[src/rtl/sync_fifo_pkg.sv]
// Shared constants, the read-mode enum and the pointer-width helper for the
// synchronous FIFO with status and sticky error flags.
package sync_fifo_pkg;

   typedef enum logic {REG_READ = 1'b0, FWFT = 1'b1} fifo_mode_e;

   localparam int AE_LEVEL_DEFAULT  = 4;
   localparam int AF_MARGIN_DEFAULT = 4;

   // Pointers carry one extra wrap bit above the address bits.
   function automatic int ptr_width(input int depth);
      return $clog2(depth) + 1;
   endfunction

endpackage

[src/rtl/sfifo_ram.sv]
// FIFO storage: DEPTH x DATA_WIDTH array, one synchronous write port and one
// combinational read-address port. The array is deliberately not reset.
module sfifo_ram #(
   parameter int DEPTH      = 32,
   parameter int DATA_WIDTH = 32
) (
   input  logic                     clk,
   input  logic                     wr_en,
   input  logic [$clog2(DEPTH)-1:0] wr_addr,
   input  logic [DATA_WIDTH-1:0]    wr_data,
   input  logic [$clog2(DEPTH)-1:0] rd_addr,
   output logic [DATA_WIDTH-1:0]    rd_data
);

   logic [DATA_WIDTH-1:0] mem [DEPTH];

   always_ff @(posedge clk) begin
      if (wr_en) begin
         mem[wr_addr] <= wr_data;
      end
   end

   assign rd_data = mem[rd_addr];

endmodule

[src/rtl/sync_fifo_flags.sv]
// Synchronous FIFO with registered or first-word-fall-through read, occupancy
// count, full/empty/almost flags and sticky overflow/underflow flags.
module sync_fifo_flags
   import sync_fifo_pkg::*;
#(
   parameter int DEPTH      = 32,
   parameter int DATA_WIDTH = 32,
   parameter int FWFT       = 0,
   parameter int AF_LEVEL   = DEPTH - AF_MARGIN_DEFAULT,
   parameter int AE_LEVEL   = AE_LEVEL_DEFAULT
) (
   input  logic                        clk,
   input  logic                        rstn,
   input  logic                        wr_en,
   input  logic [DATA_WIDTH-1:0]       data_in,
   input  logic                        rd_en,
   output logic [DATA_WIDTH-1:0]       data_out,
   input  logic                        flush,
   input  logic                        clr_err,
   output logic                        full,
   output logic                        empty,
   output logic                        almost_full,
   output logic                        almost_empty,
   output logic [ptr_width(DEPTH)-1:0] count,
   output logic                        overflow,
   output logic                        underflow
);

   localparam int PTR_W  = ptr_width(DEPTH);
   localparam int ADDR_W = PTR_W - 1;
   localparam fifo_mode_e MODE = (FWFT != 0) ? sync_fifo_pkg::FWFT : sync_fifo_pkg::REG_READ;
   localparam logic [PTR_W-1:0] PTR_ONE = PTR_W'(1);
   localparam logic [PTR_W-1:0] DEPTH_C = PTR_W'(DEPTH);
   localparam logic [PTR_W-1:0] AF_C    = PTR_W'(AF_LEVEL);
   localparam logic [PTR_W-1:0] AE_C    = PTR_W'(AE_LEVEL);

   if ((DEPTH < 4) || ((DEPTH & (DEPTH - 1)) != 0)) begin : g_bad_depth
      $error("sync_fifo_flags: DEPTH must be a power of two and at least 4");
   end
   if ((AF_LEVEL < 1) || (AF_LEVEL > DEPTH - 1)) begin : g_bad_af
      $error("sync_fifo_flags: AF_LEVEL must lie in 1..DEPTH-1");
   end
   if ((AE_LEVEL < 1) || (AE_LEVEL > DEPTH - 1)) begin : g_bad_ae
      $error("sync_fifo_flags: AE_LEVEL must lie in 1..DEPTH-1");
   end

   logic [PTR_W-1:0]      wr_ptr, rd_ptr;
   logic [PTR_W-1:0]      wr_ptr_d, rd_ptr_d, count_d;
   logic [DATA_WIDTH-1:0] ram_rd_data;
   logic [DATA_WIDTH-1:0] data_q;
   logic                  wr_ok, rd_ok, capture;

   assign full         = (count == DEPTH_C);
   assign empty        = (count == '0);
   assign almost_full  = (count >= AF_C);
   assign almost_empty = (count <= AE_C);

   // Flush takes priority and silences both requests for that cycle.
   assign wr_ok = wr_en && !full  && !flush;
   assign rd_ok = rd_en && !empty && !flush;

   always_comb begin
      wr_ptr_d = wr_ptr;
      rd_ptr_d = rd_ptr;
      count_d  = count;
      if (flush) begin
         wr_ptr_d = '0;
         rd_ptr_d = '0;
         count_d  = '0;
      end else begin
         if (wr_ok) wr_ptr_d = wr_ptr + PTR_ONE;
         if (rd_ok) rd_ptr_d = rd_ptr + PTR_ONE;
         if (wr_ok && !rd_ok) begin
            count_d = count + PTR_ONE;
         end else if (rd_ok && !wr_ok) begin
            count_d = count - PTR_ONE;
         end
      end
   end

   always_ff @(posedge clk or negedge rstn) begin
      if (!rstn) begin
         wr_ptr <= '0;
         rd_ptr <= '0;
         count  <= '0;
      end else begin
         wr_ptr <= wr_ptr_d;
         rd_ptr <= rd_ptr_d;
         count  <= count_d;
      end
   end

   // A set event outranks a simultaneous clear request.
   always_ff @(posedge clk or negedge rstn) begin
      if (!rstn) begin
         overflow  <= 1'b0;
         underflow <= 1'b0;
      end else begin
         if (wr_en && full && !flush) overflow <= 1'b1;
         else if (clr_err)            overflow <= 1'b0;
         if (rd_en && empty && !flush) underflow <= 1'b1;
         else if (clr_err)             underflow <= 1'b0;
      end
   end

   sfifo_ram #(
      .DEPTH      (DEPTH),
      .DATA_WIDTH (DATA_WIDTH)
   ) u_ram (
      .clk     (clk),
      .wr_en   (wr_ok),
      .wr_addr (wr_ptr[ADDR_W-1:0]),
      .wr_data (data_in),
      .rd_addr (rd_ptr[ADDR_W-1:0]),
      .rd_data (ram_rd_data)
   );

   // In FWFT mode the register tracks the presented head so the output can
   // hold the last shown word once the FIFO runs empty.
   assign capture = (MODE == sync_fifo_pkg::FWFT) ? !empty : rd_ok;

   always_ff @(posedge clk or negedge rstn) begin
      if (!rstn) begin
         data_q <= '0;
      end else if (capture) begin
         data_q <= ram_rd_data;
      end
   end

   assign data_out = ((MODE == sync_fifo_pkg::FWFT) && !empty) ? ram_rd_data : data_q;

endmodule

[config.mk]
export PLATFORM = sky130hd
export DESIGN_NAME = sync_fifo_flags
export DESIGN_NICKNAME = d
export VERILOG_FILES = /design/src/rtl/sync_fifo_pkg.sv /design/src/rtl/sfifo_ram.sv /design/src/rtl/sync_fifo_flags.sv
export SDC_FILE = /design/constraint.sdc
export NUM_CORES = 1
export LEC_CHECK = 0
export CAP_MARGIN = 20
export CORE_MARGIN = 1.5
export CORE_UTILIZATION = 65
export DETAILED_ROUTE_END_ITERATION = 16
export GPL_TIMING_DRIVEN = 0
export PLACE_DENSITY_LB_ADDON = 0.3
export SLEW_MARGIN = 30
export SYNTH_ARGS = -nofsm -noshare
export SYNTH_HDL_FRONTEND = slang
export SYNTH_SLANG_ARGS = --single-unit
[constraint.sdc]
create_clock -name clk -period 7.5 [get_ports clk]
set_input_delay 1.5 -clock clk [delete_from_list [all_inputs] [get_ports clk]]
set_output_delay 1.5 -clock clk [all_outputs]
set_load 0.01 [all_outputs]
==> summary by stage <==
Run status
The flow ran to the end, and the final reports show no timing, DRC or antenna violations.

Timing
The worst setup skew after layout is 0.0249 ns. For the pin with the worst max-slew slack, the measured transition is 1.11 ns. The final max-slew violation count is 0.

The post-layout minimum cycle time is 4.28 ns. The setup TNS is 0 ns. The tightest hold path in the finished design has a slack of 0.501 ns. Timing would allow up to 233 MHz.

In the post-route analysis, the smallest setup slack over all paths is 3.22 ns. The number of hold-slack violations in the final timing report was 0. The period utilization is 0.571. Setup repair after global routing left no endpoint under its margin. The worst pin sits at a relative slew slack of 0.262. Setup violations remaining at the end of the flow were counted as 0.

Critical path
The class of the most critical setup path is in2reg. In this run the register-to-register setup slack is 4.04 ns. The largest single stage delay on the critical path is 0.76 ns.

The number of cell instances on the worst register-to-register path is 9. The worst register-to-register path begins at count[0]. On the critical path, the stage with the largest delay is an instance of nor2_4.

Along the worst path, the maximum fanout reaches 13. The cell that appears most often on the critical path is buf_16. STA puts the critical path data required time at 7.87 ns. The data arrival time at the worst-slack endpoint is 4.66 ns. STA classifies the critical path startpoint as an input port. The worst setup path is captured at a register. The critical path goes through clkdlybuf4s50_1, clkbuf_1, nand2b_1, nor2_1, nand2_1, nor2_4, buf_16, buf_16. The worst flop-to-flop path endpoint is count[5].

Final layout
The share of layout cells above drive strength 1 is 0.162. The repair_antennas step left the layout with diodes totalling 0. The count of nets after finishing is 2,589.

The most frequent standard cell in the layout excluding fill and tap cells is edfxtp_1. The synthesis-to-layout area growth is 16.6%. The area of all placed cells without fillers is 49,200 um^2.

In the layout the commonest cells are edfxtp_1, mux2i_1, a22oi_1. The finished layout holds 3,483 standard cells, fillers aside. The filler cell count in the final layout is 3,229.

Logic synthesis
A synthesized cell averages 18.4 um^2. In the synthesized netlist the dominant register cell turns out to be edfxtp_1. The synthesized netlist net count is 2,338. The count of synthesis-stage warnings from yosys is 0.

Counting flops and latches in the post-synthesis netlist gives 1,074. The count of flip-flops with a built-in enable after synthesis is 1,024. The mapped cell area is 42,200 um^2. The cell count after synthesis is 2,290. The proportion of netlist area held by the largest area contributor is 0.728. The number of library cell types mapped by synthesis is 46. By area the synthesized netlist is led by edfxtp_1, mux2i_1, dfrtp_1, a22oi_1, a22o_1. The library cell occupying the most area in the post-synthesis netlist is edfxtp_1. For this run, the register share of the synthesized area comes to 0.758.

Of all flip-flops after synthesis, the portion carrying an async set or reset was 0.0466.

Clocking
Buffers added to address setup during post-CTS repair amount to 0. The master cell of the clock root buffer is clkbuf_16. For the worst-skew pair, the clock arrives at the later sink with an insertion delay of 0.69 ns.

TritonCTS built the clock tree. The count of hold-fix buffers inserted at cts is 0. The longest clock path from root to sink contains 3 buffers. CTS built an H-tree with a depth of 3.

The clock drives 1,074 sinks. The clock input transition at the sequential cells of the worst setup and hold paths is 0.06 ns. The total CTS buffers is 101.

Once the clock tree was built, the resizer swapped 0 gates to a different size.

Drt
The count of nets left with antenna violations once routing finished came out at 0. For this run, design rule violations remaining after detail routing come to 0. The post-detailed-routing wire length is 125 mm. In the routed layout, each cell is associated on average with a via count of 7.24. The vias after detailed routing is 25,212. After detailed routing, the average wire length per cell comes to 35.8 um.

The iteration count of the initial detailed-routing pass is 6. The count of routing violations after the opening detailed-route iteration is 3,878.

GRT
The first global-routing pass estimated 174 mm of wire. The combined global-route utilization of all metal layers is 0.376. The most heavily used metal layer in global routing is met2. The pin count of the biggest net entering global routing is 33. In the global route stage, met2 resource usage came out at 0.593. In the global route stage, met1 resource usage came out at 0.469. The number of global-route vias before repair came to 25,151. Summed over all layers, the global routing overflow is 0.

The met3 usage in global routing is 0.109. The number of antenna violations at the first check in global routing is 1.

Placement
Timing analysis after detailed placement gives a worst setup slack of 2.86 ns. The final weighted congestion in routability-driven placement is 0.820. The count of buffers added on input and output ports is 81. The number of placed cells counting well taps is 3,293.

In this run the cell area measured after placement is 46,100 um^2. The total half-perimeter wirelength after legalization and detailed placement is 76.6 mm.

Hold path
The destination of the worst hold path is data_out[30]. The hold-critical path depth is 2. The tightest min-delay check is of the reg2reg type. The hold path startpoint is data_out[30].

Pwr
Power spread over the standard cell area amounts to 325 nW/um^2. The worst-case IR drop observed on VDD is 252 uV. Summed over all cells, the static leakage comes to 16.1 nW.

Floorplan
The I/O pin count is 82. The count of standard-cell rows is 93. The floorplan die width is 258 um.

The vertical die dimension is 258 um. The floorplan step defined a die boundary enclosing 66,500 um^2. The starting density of the core is 0.656. The core outline area is 64,300 um^2.

Run
Max-cap violations in this run came to 0.
==> where the power goes <==
part	leakage [nW]	switching (mW)	internal [mW]
clock network	1.62	2.22	2.92
registers	9.85	0.133	6.70
logic	4.67	2.40	1.60
==> per-stage QoR <==
step / util / power (mW)
4_1_cts: 0.767 / 15.9
3_5_place_dp: 0.716 / 10.8
6_report: 0.765 / 16.0
5_1_grt: 0.765 / 16.3
2_1_floorplan: - / 9.38
3_3_place_gp: 0.685 / 10.6
==> cell usage after synthesis (6+ instances only) <==
cell type / n
a22o_1: 64
dfrtp_1: 50
clkbuf_1: 50
buf_4: 38
o41ai_2: 31
buf_1: 17
ha_1: 9
nor2_1: 51
xor2_1: 6
a221oi_1: 37
mux2i_1: 515
o22ai_1: 33
a22oi_1: 128
inv_1: 11
a221oi_2: 27
buf_2: 17
nand2_1: 46
buf_6: 12
edfxtp_1: 1024
a21oi_1: 70
==> worst max path at each step <==
| stage | depth (start not counted) | slack [ns] | end | startpoint |
|---|---|---|---|---|
| 5_1_grt | 8 | 3.23 | u_ram.mem[22][8] | flush |
| 3_3_place_gp | 6 | 0.65 | u_ram.mem[17][8] | flush |
| 3_5_place_dp | 8 | 2.86 | u_ram.mem[22][8] | flush |
| 4_1_cts | 8 | 3.34 | u_ram.mem[22][8] | flush |
| 6_report | 8 | 3.22 | u_ram.mem[22][8] | flush |
| 2_1_floorplan | 5 | 3.49 | u_ram.mem[30][0] | flush |
==> registers in the layout (all words and copies together) (netlist names) <==
| signal | cells |
|---|---|
| wr_ptr | 5 |
| data_out | 32 |
| underflow | 1 |
| count | 6 |
| rd_ptr | 5 |
| u_ram.mem | 1024 |
| overflow | 1 |
==> critical path: cells and delay by family <==
| family | cells | cell delay (ns) |
|---|---|---|
| buf+inv | 4 | 1.12 |
| simple gates | 4 | 2.00 |
==> cells by family (layout without fill, tap and decap cells) <==
group | Yosys count | count (layout) | synth area share
buffers and inverters | 149 | 487 | 0.0200
flip-flops | 1074 | 1074 | 0.758
AND/OR/NAND/NOR | 127 | 127 | 0.0132
XOR/XNOR | 10 | 10 | 0.00207
AO/OA/AOI/OAI | 404 | 404 | 0.0809
adder cells (fa/ha/maj) | 10 | 10 | 0.00314
multiplexers | 516 | 516 | 0.123
==> cell type report <==
class	count	area (um^2)	area share
buffer	138	816	0.0166
clock buffer	134	2790	0.0566
clock inverter	56	517	0.0105
inverter	11	41.3	0.000839
multi-input combinational	1067	9610	0.195
sequential	1074	32000	0.650
tap	855	1070	0.0217
timing repair buffer	148	2380	0.0483
==> routing by layer <==
layer | share of wire | wire, um
met2 | 0.47 | 58800
met4 | 0.066 | 8260
met1 | 0.33 | 41300
met3 | 0.13 | 16500
met5 | 0.00010 | 13
No activity file was read; power rests on OpenSTA's default activity.
